### src/rtl/clock_pkg.sv
// rtl/clock_pkg.sv - shared hour-set state encoding, BCD constants and helpers
//
// Purpose: state encoding for the hour-set FSM, BCD hour limits, and small
// BCD helpers shared by the 24/12-hour conversion paths.
// Ports: none (package).
package clock_pkg;

  typedef enum logic [1:0] {
    ST_IDLE    = 2'd0,
    ST_CAPTURE = 2'd1,
    ST_EDIT    = 2'd2,
    ST_COMMIT  = 2'd3
  } set_state_e;

  localparam logic [7:0] H12_MIN  = 8'h01;
  localparam logic [7:0] H12_MAX  = 8'h12;
  localparam logic [7:0] H24_NOON = 8'h12;
  localparam logic [7:0] H24_MAX  = 8'h23;

  // Binary 0..19 to two-digit BCD; used for the small hour values only.
  function automatic logic [7:0] bin_to_bcd2(input logic [4:0] v);
    logic [7:0] r;
    if (v >= 5'd10) begin
      r = {4'h1, 4'(v - 5'd10)};
    end else begin
      r = {4'h0, v[3:0]};
    end
    return r;
  endfunction

  // 12-hour BCD increment: 01..11 step up with decimal carry, 12 wraps to 01.
  // Anything at or above 12 (including illegal codes) lands on 01.
  function automatic logic [7:0] bcd_inc12(input logic [7:0] h);
    logic [7:0] r;
    if (h >= H12_MAX) begin
      r = H12_MIN;
    end else if (h[3:0] >= 4'd9) begin
      r = {h[7:4] + 4'd1, 4'h0};
    end else begin
      r = {h[7:4], h[3:0] + 4'd1};
    end
    return r;
  endfunction

endpackage

### src/rtl/bcd_h12_to_h24.sv
// rtl/bcd_h12_to_h24.sv - combinational 12-hour BCD + AM/PM to 24-hour BCD
//
// Purpose: maps a 12-hour BCD hour (01..12) and PM flag to a 24-hour BCD
// hour (00..23). Shared by the hour-set and alarm-set paths.
// Ports:
//   hour12_i  in  8  12-hour BCD hour, 01..12
//   pm_i      in  1  1 = PM
//   hour24_o  out 8  24-hour BCD hour, 00..23
module bcd_h12_to_h24
  import clock_pkg::*;
(
  input  logic [7:0] hour12_i,
  input  logic       pm_i,
  output logic [7:0] hour24_o
);

  logic [3:0] tens;
  logic [3:0] ones;
  logic [4:0] ones_p2;
  logic       legal;

  always_comb begin
    tens     = hour12_i[7:4];
    ones     = hour12_i[3:0];
    ones_p2  = {1'b0, ones} + 5'd2;
    legal    = ((tens == 4'd0) && (ones >= 4'd1) && (ones <= 4'd9)) ||
               ((tens == 4'd1) && (ones <= 4'd2));
    hour24_o = 8'h00;

    if (!legal) begin
      // Keep the output inside 00..23 even if fed garbage.
      hour24_o = 8'h00;
    end else if (hour12_i == H12_MAX) begin
      hour24_o = pm_i ? H24_NOON : 8'h00;
    end else if (!pm_i) begin
      hour24_o = hour12_i;
    end else if (ones_p2 > 5'd9) begin
      // +12 with a carry out of the ones digit: 08 PM -> 20, 09 PM -> 21.
      hour24_o = {tens + 4'd2, 4'(ones_p2 - 5'd10)};
    end else begin
      hour24_o = {tens + 4'd1, ones_p2[3:0]};
    end
  end

endmodule

### src/rtl/hour12_set_to24.sv
// rtl/hour12_set_to24.sv - 12-hour hour-set editor committing a 24-hour load
//
// Purpose: captures the running 24-hour hour as 12-hour BCD + AM/PM, lets the
// user step the hour and toggle AM/PM, and on confirm issues a one-cycle load
// of the 24-hour equivalent to the hour counter.
// Ports:
//   clk        in  1  system clock
//   cr         in  1  synchronous active-high clear, highest priority
//   set_en     in  1  level, set mode requested
//   inc        in  1  pulse, advance edited hour
//   ampm_tgl   in  1  pulse, toggle edited AM/PM
//   confirm    in  1  pulse, commit edited value
//   hour24_in  in  8  current 24-hour BCD hour
//   hour12     out 8  edited hour, BCD 01..12
//   pm         out 1  edited AM/PM flag, 1 = PM
//   editing    out 1  high while in EDIT
//   hour24_out out 8  committed 24-hour BCD hour
//   load       out 1  one-cycle load strobe for hour24_out
module hour12_set_to24
  import clock_pkg::*;
#(
  parameter logic [7:0] RESET_HOUR24 = 8'h00
) (
  input  logic       clk,
  input  logic       cr,
  input  logic       set_en,
  input  logic       inc,
  input  logic       ampm_tgl,
  input  logic       confirm,
  input  logic [7:0] hour24_in,
  output logic [7:0] hour12,
  output logic       pm,
  output logic       editing,
  output logic [7:0] hour24_out,
  output logic       load
);

  set_state_e state_q, state_d;
  logic [7:0] hour12_q, hour12_d;
  logic       pm_q, pm_d;
  logic [7:0] hour24_q, hour24_d;
  logic       load_q, load_d;

  logic [7:0] cap_h12;
  logic       cap_pm;
  logic [7:0] commit_h24;

  // 24-to-12 capture mapping.
  logic [3:0] in_tens;
  logic [3:0] in_ones;
  logic [4:0] in_bin;
  logic       in_legal;

  always_comb begin
    in_tens  = hour24_in[7:4];
    in_ones  = hour24_in[3:0];
    in_legal = (in_ones <= 4'd9) &&
               ((in_tens <= 4'd1) || ((in_tens == 4'd2) && (in_ones <= 4'd3)));
    in_bin   = (5'(in_tens) * 5'd10) + 5'(in_ones);
    cap_h12  = H12_MAX;
    cap_pm   = 1'b0;

    if (!in_legal || (in_bin == 5'd0)) begin
      // Midnight and every unusable code both show as 12 AM.
      cap_h12 = H12_MAX;
      cap_pm  = 1'b0;
    end else if (in_bin < 5'd12) begin
      cap_h12 = bin_to_bcd2(in_bin);
      cap_pm  = 1'b0;
    end else if (in_bin == 5'd12) begin
      cap_h12 = H12_MAX;
      cap_pm  = 1'b1;
    end else begin
      cap_h12 = bin_to_bcd2(in_bin - 5'd12);
      cap_pm  = 1'b1;
    end
  end

  bcd_h12_to_h24 u_h12_to_h24 (
    .hour12_i (hour12_q),
    .pm_i     (pm_q),
    .hour24_o (commit_h24)
  );

  always_comb begin
    state_d  = state_q;
    hour12_d = hour12_q;
    pm_d     = pm_q;
    hour24_d = hour24_q;
    load_d   = 1'b0;

    case (state_q)
      ST_IDLE: begin
        if (set_en) begin
          state_d = ST_CAPTURE;
        end
      end
      ST_CAPTURE: begin
        hour12_d = cap_h12;
        pm_d     = cap_pm;
        state_d  = ST_EDIT;
      end
      ST_EDIT: begin
        if (confirm) begin
          // The committed value is registered on the edge into COMMIT so
          // that load and the new hour24_out appear together one cycle
          // after confirm. Edits in this cycle are dropped.
          state_d  = ST_COMMIT;
          hour24_d = commit_h24;
          load_d   = 1'b1;
        end else if (!set_en) begin
          state_d = ST_IDLE;
        end else begin
          if (inc) begin
            hour12_d = bcd_inc12(hour12_q);
          end
          if (ampm_tgl) begin
            pm_d = ~pm_q;
          end
        end
      end
      ST_COMMIT: begin
        state_d = ST_IDLE;
      end
      default: begin
        state_d = ST_IDLE;
      end
    endcase
  end

  always_ff @(posedge clk) begin
    if (cr) begin
      state_q  <= ST_IDLE;
      hour12_q <= H12_MAX;
      pm_q     <= 1'b0;
      hour24_q <= RESET_HOUR24;
      load_q   <= 1'b0;
    end else begin
      state_q  <= state_d;
      hour12_q <= hour12_d;
      pm_q     <= pm_d;
      hour24_q <= hour24_d;
      load_q   <= load_d;
    end
  end

  assign hour12     = hour12_q;
  assign pm         = pm_q;
  assign editing    = (state_q == ST_EDIT);
  assign hour24_out = hour24_q;
  assign load       = load_q;

endmodule

### config.mk
export PLATFORM = sky130hd
export DESIGN_NAME = hour12_set_to24
export DESIGN_NICKNAME = d
export VERILOG_FILES = /design/src/rtl/clock_pkg.sv /design/src/rtl/bcd_h12_to_h24.sv /design/src/rtl/hour12_set_to24.sv
export SDC_FILE = /design/constraint.sdc
export NUM_CORES = 1
export LEC_CHECK = 0
export ABC_CLOCK_PERIOD_IN_PS = 3300
export CORE_UTILIZATION = 53
export DETAILED_ROUTE_END_ITERATION = 8
export PLACE_DENSITY = 0.88
export SYNTH_ARGS = -nofsm -noshare
export SYNTH_HDL_FRONTEND = slang
export SYNTH_SLANG_ARGS = --single-unit
### constraint.sdc
create_clock -name clk -period 3.3 [get_ports clk]
set_clock_uncertainty 0.1 [all_clocks]
set_input_delay 0.66 -clock clk [delete_from_list [all_inputs] [get_ports clk]]
set_output_delay 0.66 -clock clk [all_outputs]
set_load 0.01 [all_outputs]
# ---- Word-level counts from Yosys, hierarchy flattened
# Index checks and enable logic that the tools add are counted.
dict set report op_classes {
  n_addsub 9
  n_mul 1
  n_lt_le_gt_ge 12
  eq_ne 14
  mux 27
  n_bitwise 2
  n_reduce_logical 19
}
# op count
set ops {}
lappend ops {{$mux W8} 11}
lappend ops {{$mux W5} 4}
lappend ops {{$pmux W8 S2} 1}
lappend ops {{$sub A4 B4 Y4 const B} 3}
lappend ops {{$ge A5 B4 Y1 const B} 2}
lappend ops {{$ne A2 B2 Y1 const B} 5}
lappend ops {{$add A4 B1 Y4 const B} 2}
lappend ops {{$eq A8 B5 Y1 const B} 1}
lappend ops {{$ge A8 B5 Y1 const B} 1}
lappend ops {{$le A4 B2 Y1 const B} 2}
lappend ops {{$le A4 B4 Y1 const B} 2}
lappend ops {{$pmux W2 S4} 1}
lappend ops {{$reduce_and A4 Y1} 2}
lappend ops {{$mux W1} 6}
lappend ops {{$mux W2} 3}
lappend ops {{$add A4 B2 Y5 const B} 1}
lappend ops {{$add A5 B4 Y5} 1}
lappend ops {{$eq A5 B4 Y1 const B} 1}
lappend ops {{$gt A5 B4 Y1 const B} 1}
lappend ops {{$logic_and A1 B1 Y1} 5}
lappend ops {{$logic_not A5 Y1} 1}
lappend ops {{$lt A5 B4 Y1 const B} 1}
lappend ops {{$reduce_and A5 Y1} 1}
lappend ops {{$sub A5 B4 Y5 const B} 1}
lappend ops {{20 further kinds} 25}
dict set report totals {
  ff_bits 20
  in_bits 14
  out_inout_bits 19
  word_cells 90
}

# ---- Depth between registers and ports, before layout
# Gate-level depths: netlist (run 1).
dict set report logic_depth {
  ltp_word 9
  ltp_mapped 10
}

# ---- By module
# Synthesis (run 1) repeated with hierarchy kept, for this count alone.
dict set report unflattened {
  hier_cells 276
  area_unflattened_um2 2212.1
}
# module n_inst cells_per_inst area_each_um2 seq_area_each_um2
set by_module_without_submodules {}
lappend by_module_without_submodules {hour12_set_to24 1 207 1697.9 400.4}
lappend by_module_without_submodules {bcd_h12_to_h24 1 69 514.2 0.0}

# ---- Worst setup path before layout (run 1)
# Ideal clock, no wire load.
dict set report synth_timing {
  path_kind {input to register}
  startpoint {in hour24_in[1]}
  endpoint {reg hour12_q[4] (netlist: hour12[4])}
  arrival_ps 2785
  setup_slack_ps 291
  path_stages 10
  path_cell_list {ha_1 fa_1 inv_1 ha_1 nand3b_1 o21ai_0 nand2b_1 o211ai_1 a311oi_1 a2111o_1}
}
dict set report synth_between {
  elab_chain_len 8
  word_cells_on_any_way 20
  cone_classes {add/sub (2); order compare (5); eq/ne (1); mux (6); reduce/logical (6)}
}
# element line_no
set synth_lines {}
lappend synth_lines {{start, declared} hour12_set_to24.sv:30} ;# input logic [7:0] hour24_in,
lappend synth_lines {{$add A5 B4 Y5 or $le A4 B2 Y1 (tied branches)} {hour12_set_to24.sv:59, hour12_set_to24.sv:58}}
lappend synth_lines {{$sub A5 B4 Y5 or $logic_and A1 B1 Y1 (tied branches)} {hour12_set_to24.sv:74, hour12_set_to24.sv:58}}
lappend synth_lines {{$ge A5 B4 Y1 or $logic_or A1 B1 Y1 (tied branches)} {clock_pkg.sv:23, hour12_set_to24.sv:58}}
lappend synth_lines {{$mux W5 or $logic_and A1 B1 Y1 (tied branches)} {clock_pkg.sv:23, hour12_set_to24.sv:57}}
lappend synth_lines {{$mux W5 or $logic_not A1 Y1 (tied branches)} {hour12_set_to24.sv:70, hour12_set_to24.sv:63}}
lappend synth_lines {{$mux W8 or $logic_or A1 B1 Y1 (tied branches)} {hour12_set_to24.sv:67, hour12_set_to24.sv:63}}
lappend synth_lines {{$mux W8 (*)} hour12_set_to24.sv:63} ;# if (!in_legal || (in_bin == 5'd0)) begin
lappend synth_lines {{$pmux W8 S2 (*)} hour12_set_to24.sv:92} ;# case (state_q)
lappend synth_lines {{end signal, assigned} hour12_set_to24.sv:140} ;# hour12_q <= hour12_d;
lappend synth_lines {{end, declared} hour12_set_to24.sv:39} ;# logic [7:0] hour12_q, hour12_d;
# Every way passes the cells marked *; elsewhere a longest branch is shown, timed or not.
# A chain may end at the register's enable or synchronous reset.

# ---- Final worst setup path (run 1)
dict set report layout_timing {
  startpoint {in hour24_in[4]}
  endpoint {reg hour12_q[3] (netlist: hour12[3])}
}
dict set report layout_between {
  elab_chain_len 9
  word_cells_on_any_way 23
  cone_classes {add/sub (4); mul (1); order compare (4); eq/ne (2); mux (6); reduce/logical (6)}
}
# element line_no
set layout_lines {}
lappend layout_lines {{$mul A4 B3 Y4} hour12_set_to24.sv:59} ;# in_bin = (5'(in_tens) * 5'd10) + 5'(in_ones);
lappend layout_lines {{$add A5 B4 Y5} hour12_set_to24.sv:59}
lappend layout_lines {{$sub A5 B4 Y5} hour12_set_to24.sv:74} ;# cap_h12 = bin_to_bcd2(in_bin - 5'd12);
lappend layout_lines {{$sub A4 B4 Y4 or $ge A5 B4 Y1 (tied branches)} {clock_pkg.sv:24, clock_pkg.sv:23}}
lappend layout_lines {{$mux W5} clock_pkg.sv:23} ;# if (v >= 5'd10) begin
lappend layout_lines {{$mux W5} hour12_set_to24.sv:70} ;# end else if (in_bin == 5'd12) begin
lappend layout_lines {{$mux W8} hour12_set_to24.sv:67} ;# end else if (in_bin < 5'd12) begin
lappend layout_lines {{$mux W8 (*)} hour12_set_to24.sv:63}
lappend layout_lines {{$pmux W8 S2 (*)} hour12_set_to24.sv:92}
# Marks and branches as above.

==> flow_metrics.tcl, run 1 <==
set metrics [dict create \
    status "complete, no violations" \
    synth.top_cells.by_count "nor2_1, ha_1, dfxtp_1, nand2_1" \
    sequential_cell_area_fraction_in_the_yosys_report_pct 20.92 \
    i_o_pin_cnt 33 \
    layout-drive-gt1-share_pct 13.17 \
    floorplan.die.width_um 62.10 \
    grt-ovfl-total 0 \
    area_overhead_vs_synth_pct 27.19 \
    drt_pre_antenna_iters 5 \
    cts_tree "done" \
    cellPowerDensity_nw_per_um2 361.5 \
    syn_area_per_cell_um2 8.146 \
    num_rows 21 \
    core_area_um2 3390 \
    synth_edf_count 0 \
    cp_slowest_cell "fa_2" \
    slew_headroom_pct 56.56 \
    yosysMostFrequentCell "nor2_1" \
    post_synth_instance_area_um2 1914 \
    area_share_of_and_or_nand_nor_cells_after_synthesis_pct 22.61 \
    initialDrtViolationCount 209 \
    die_area_um2 3856 \
    synth-compound-area-share_pct 28.56 \
    synth-async-reset-ratio_pct 0 \
    hold_path_startpoint "hour24_out[6]$_SDFFE_PP0P_" \
    critPathKind "in -> reg" \
    worstMarginPinSlew_ps 648.5 \
    io_buffer_count 32 \
    timing.final.crit_period_ps 3164 \
    ys_dominant_reg_cell "dfxtp_1" \
    cp_top_family "adder cells" \
    post_dp_cell_area_um2 2366 \
    maxClockFrequency_mhz 316.1 \
    dpl.hpwl_um 3590 \
    max_stage_delay_ps 630 \
    ys_ff_latch 20 \
    grt_usage_pct 27.22 \
    ctsHtreeMaxLevel 1 \
    die-height_um 62.10 \
    viasPerCell 5.982 \
    timing.final.hold_violations 0 \
    cp-startpoint "hour24_in[4]" \
    hold_path_class "reg -> reg" \
    clock_sink_count 20 \
    switching_share_pct 36.51 \
    initial_utilization_pct 56.48 \
    cp-end-kind "flip-flop" \
    via_count 1956 \
    worst_ir_drop_vdd_v 0.0002333 \
    synthDominantAreaCellType "dfxtp_1" \
    detail_route.wl_per_cell_um 14.81 \
    worstPathArrival_ps 3290 \
    timing.critical_path.cells "clkdlybuf4s50_1 -> ha_2 -> fa_2 -> buf_4 -> ha_1 -> nand2b_1 -> nand3_1 -> nor2_1 -> mux2_1 -> a221oi_1 -> o32ai_1" \
    nNetsFinal 321 \
    fin_worst_hold_slack_ps 370.0 \
    clk_pin_slew_ps 140 \
    grt_start_max_net_pins 22 \
    antenna_cells_inserted 0 \
    ctsLongestPathBuffers 2 \
    post-route-period-util_pct 95.88 \
    timing.critical_path.buf_inv 2 \
    muxShareOfSynthArea_pct 2.484 \
    grt_pass1_wl_um 8500 \
    clock_latency_ps 340 \
    synth.lib_cells_used.distinct 62 \
    grt_pass1_vias 1842 \
    power.switching_uw 321.4 \
    synth.yosys.warnings 0 \
    share_seq_of_total_power_pct 29.9 \
    synthAdderAreaFrac_pct 16.73 \
    final_antenna_net_count 0 \
    cell_count_after_synthesis 235 \
    leading_cell_types_by_total_area_after_synthesis "dfxtp_1, ha_1, nor2_1" \
    regToRegStartpoint "hour12[1]$_SDFFE_PP1P_" \
    mappedNetlistNets 274 \
    comb_power_share_pct 45.8 \
    synth_top_family_by_area "compound AO/OA/AOI/OAI gates" \
    worstSetupStartpointType "input port" \
    cts.root.buffer_cell "clkbuf_4" \
    antenna_found_initial 0 \
    place.gp.congestion 0.8710 \
    setup_viol 0 \
    cap_violations 0 \
    internal_power_uw 558.9 \
    design_area_um2 2435 \
    numCtsBuffers 3 \
    synth_top_area_share_pct 20.92 \
    crit_fanout 6 \
    drt-total-wl_um 4844 \
    critPathRequiredTime_ps 3430 \
    drc 0 \
    pwr-share-clk_pct 24.2 \
    timing.final.max_slew_violations 0 \
    fillCellCount 258 \
    power.leakage_nw 0.9405 \
    post_synth_xor_area_fraction_pct 3.529 \
]
through the flow:
| step | cells | TNS (ps) | power (mW) | setup WS [ps] | utilization [%] |
|---|---|---|---|---|---|
| final | 327 | 0 | 0.8803 | 136.0 | 71.83 |
| after global routing | 327 | -4.327 | 0.9335 | -4.327 | 71.83 |
| after CTS | 326 | 0 | 0.8697 | 122.2 | 71.35 |
| after detailed placement | 322 | -746.6 | 0.6601 | -224.3 | 69.80 |
| after global placement | 322 | -429.8 | 0.6469 | -143.4 | 69.80 |
| after floorplan | 235 | 0 | 0.5364 | 290.7 | - |
power by group through the flow:
stage	logic (mW)	registers (mW)	clock network, mW
finish	0.403	0.264	0.213
global route	0.446	0.266	0.222
global placement	0.379	0.268	0
floorplan	0.270	0.267	0
detailed placement	0.391	0.269	0
CTS	0.394	0.263	0.212
what timing repair did:
| action | 4_1_cts | 5_1_grt |
|---|---|---|
| hold buffers | 0 | 0 |
| setup endpoints to repair | 0 | 2 |
| setup buffers | 0 | 1 |
| resized for setup | 0 | 3 |
cell families (layout without fill, tap and decap cells):
family,after synthesis,after routing
buffers and inverters,22,68
flip-flops,20,20
AND/OR/NAND/NOR,86,86
multiplexers,4,4
AO/OA/AOI/OAI,72,72
XOR/XNOR,6,6
adder cells (fa/ha/maj),25,25
flip-flops by register name (all words and copies together), names as in the netlist:
name        cells
pm              1
hour12          8
load            1
hour24_out      8
state_q         2
worst register-to-register path, stage by stage (launching register included):
cell       delay [ps]
dfxtp_1           580
inv_1             210
ha_1              260
or4b_1            500
o211ai_1          140
a2111oi_2         130
and2_2            280
a32oi_1           240
nor2_1             60
path summary, 6_finish.rpt:
check,end,slack [ps],cells past startpoint
worst max-delay path,hour12[3]$_SDFFE_PP0P_,140,11
worst min-delay path,hour24_out[6]$_SDFFE_PP0P_,370,2
worst max register to register,hour24_out[7]$_SDFFE_PP0P_,690,8
worst min register to register,hour24_out[6]$_SDFFE_PP0P_,370,2
routing by layer:
layer	share of wire, %	track usage [%]
met1	43	34.36
met2	50	47.80
met3	5.2	3.309
met4	0.78	9.012
met5	0	0
placed cells by master (no fill, tap or decap), types with 8 or more instances in the layout:
cell type and n:
nor3_1 8, a21oi_1 14, clkdlybuf4s50_1 32, nor2_1 27, nand2_1 15, ha_1 23
dfxtp_1 20, buf_4 16, inv_1 14
area by class of cell:
cell class	count	area [um2]	area share, %
inverters	16	60.06	2.467
flip-flops and latches	20	400.4	16.44
clock inverters	1	30.03	1.233
clock buffers	3	22.52	0.9250
repair buffers	48	440.4	18.09
multi-input cells	193	1424	58.48
well taps	46	57.56	2.364
(Power assumes the default switching activity.)
==> run 2, diff against run 1 <==
--- a/config.mk
+++ b/config.mk
@@ -6,6 +6,7 @@
 export NUM_CORES = 1
 export LEC_CHECK = 0
 export ABC_CLOCK_PERIOD_IN_PS = 3300
+export CORE_MARGIN = 8
 export CORE_UTILIZATION = 53
 export DETAILED_ROUTE_END_ITERATION = 8
 export PLACE_DENSITY = 0.88
==> run 2 against run 1 <==
Final cell count is 0.92% higher. Via count is 2.0% lower. Final area is 0.15% higher. Critical endpoint is now hour12[4]$_SDFFE_PP1P_. Routed wire length is 1.7% higher. First-iteration DRC count is 5.7% higher. Worst setup slack better by 25 ps. Critical path depth stayed put. Die area is 50% higher. Flip-flop and latch count stayed put. Sequential share of layout area hardly changed. Count of clock-buffer cells in the layout stayed put.
==> flow_metrics.tcl, run 2 (same netlist as run 1, synthesis figures left out) <==
set metrics [dict create \
    nNetsFinal 322 \
    finalCoreUtilization_pct 68.15 \
    grt_pass1_wl_um 8390 \
    timing.final.max_slew_violations 0 \
    clock_latency_ps 310 \
    slew_headroom_pct 53.86 \
    rsz0062_at_grt "no" \
    critPathKind "in -> reg" \
    core_area_um2 3578 \
    cp-end-kind "flip-flop" \
    setup_viol 0 \
    numCtsBuffers 3 \
    drc 0 \
    drt-total-wl_um 4926 \
    grt_start_max_net_pins 22 \
    die-height_um 76.10 \
    num_rows 22 \
    post-route-period-util_pct 95.12 \
    status "complete, no violations" \
    cap_violations 0 \
    antenna_found_initial 0 \
    cellPowerDensity_nw_per_um2 358.9 \
    clock_sink_count 20 \
    floorplan.die.width_um 76.10 \
    i_o_pin_cnt 33 \
    maxClockFrequency_mhz 318.6 \
    via_count 1917 \
    worstPathArrival_ps 3250 \
    fin_worst_hold_slack_ps 371.1 \
    cts_tree "done" \
    grt-ovfl-total 0 \
    final_antenna_net_count 0 \
    grt_pass1_vias 1905 \
    worst_ir_drop_vdd_v 0.0002372 \
    ctsLongestPathBuffers 2 \
    mostFrequentLayoutCell "clkdlybuf4s50_1" \
    critPathRequiredTime_ps 3410 \
    cts_post_setup_buffers_inserted 0 \
    timing.setup.tns_ps 0 \
    antenna_cells_inserted 0 \
    layout-drive-gt1-share_pct 12.77 \
    final_cell_mix "clkdlybuf4s50_1, nor2_1, ha_1" \
    area_overhead_vs_synth_pct 27.39 \
    io_buffer_count 32 \
    initialDrtViolationCount 221 \
    fillCellCount 294 \
    timing.final.hold_violations 0 \
    detail_route.wl_per_cell_um 14.93 \
    hold_path_class "reg -> reg" \
    viasPerCell 5.809 \
    grt_usage_pct 16.59 \
    worstMarginPinSlew_ps 688.9 \
    drt_pre_antenna_iters 5 \
    reg2reg_depth 8 \
    ctsHtreeMaxLevel 1 \
    cts.root.buffer_cell "clkbuf_4" \
    die_area_um2 5791 \
    worstSetupStartpointType "input port" \
    place.gp.congestion 0.9609 \
    dpl.hpwl_um 3879 \
    clk_pin_slew_ps 120 \
    timing.final.crit_period_ps 3139 \
    initial_utilization_pct 53.50 \
    power.leakage_nw 0.9455 \
    timing.hold.worst_path_depth 2 \
    crit_fanout 7 \
]
[run 2: worst max-delay path, stage by stage]
cell	delay (ps)
clkdlybuf4s50_1	450
ha_1	250
fa_2	620
inv_1	100
ha_1	200
nand3b_1	100
o21ai_0	120
nand2b_1	180
o211ai_1	90
a311oi_1	110
a2111o_1	390
[run 2: layer usage]
| layer | up-vias | track usage (%) | part of all wire [%] |
|---|---|---|---|
| met5 | - | 0 | 0 |
| li1 | 957 | - | - |
| met1 | 879 | 17.95 | 41 |
| met4 | 0 | 7.885 | 1.6 |
| met2 | 74 | 29.82 | 51 |
| met3 | 7 | 3.538 | 6.6 |
[run 2: metrics by stage]
stage | setup WS (ps) | cell area, um2 | std cells | power [mW]
after detailed placement | -225.5 | 2384 | 326 | 0.6669
after global placement | -141.2 | 2384 | 326 | 0.6550
after floorplan | 290.7 | 1914 | 235 | 0.5364
final | 161.2 | 2439 | 330 | 0.8752
after global routing | 15.82 | 2439 | 330 | 0.9333
after CTS | 105.8 | 2436 | 330 | 0.8716
[run 2: path summary, 6_finish.rpt]
kind	slack [ps]	startpoint	end
max	160	hour24_in[1]	hour12[4]$_SDFFE_PP1P_
min	370	hour24_out[6]$_SDFFE_PP0P_	hour24_out[6]$_SDFFE_PP0P_
max reg2reg	840	hour12[1]$_SDFFE_PP1P_	hour24_out[5]$_SDFFE_PP0P_
min reg2reg	370	hour24_out[6]$_SDFFE_PP0P_	hour24_out[6]$_SDFFE_PP0P_
[run 2: power by group]
group / total [mW] / switching (mW) / internal, mW
clock: 0.208 / 0.0850 / 0.123
combinational: 0.404 / 0.216 / 0.187
sequential: 0.264 / 0.0131 / 0.251
[run 2: layout make-up]
class | count | area, um2 | area share, %
Clock buffer | 3 | 22.52 | 0.9236
Clock inverter | 1 | 30.03 | 1.231
Tap cell | 48 | 60.06 | 2.463
Inverter | 16 | 60.06 | 2.463
Sequential cell | 20 | 400.4 | 16.42
Timing Repair Buffer | 49 | 447.9 | 18.37
Multi-Input combinational cell | 193 | 1418 | 58.13
[run 2: timing repair]
action / in CTS / in global routing
endpoints found under the setup margin: 0 / 2
gates resized for setup: 0 / 1
hold buffers: 0 / 0
==> run 3, diff against run 2 <==
--- a/config.mk
+++ b/config.mk
@@ -6,6 +6,7 @@
 export NUM_CORES = 1
 export LEC_CHECK = 0
 export ABC_CLOCK_PERIOD_IN_PS = 3300
+export CAP_MARGIN = 5
 export CORE_MARGIN = 8
 export CORE_UTILIZATION = 53
 export DETAILED_ROUTE_END_ITERATION = 8
==> results of run 3 <==
No change in the layout: final DEF, timing and power equal those of run 2.
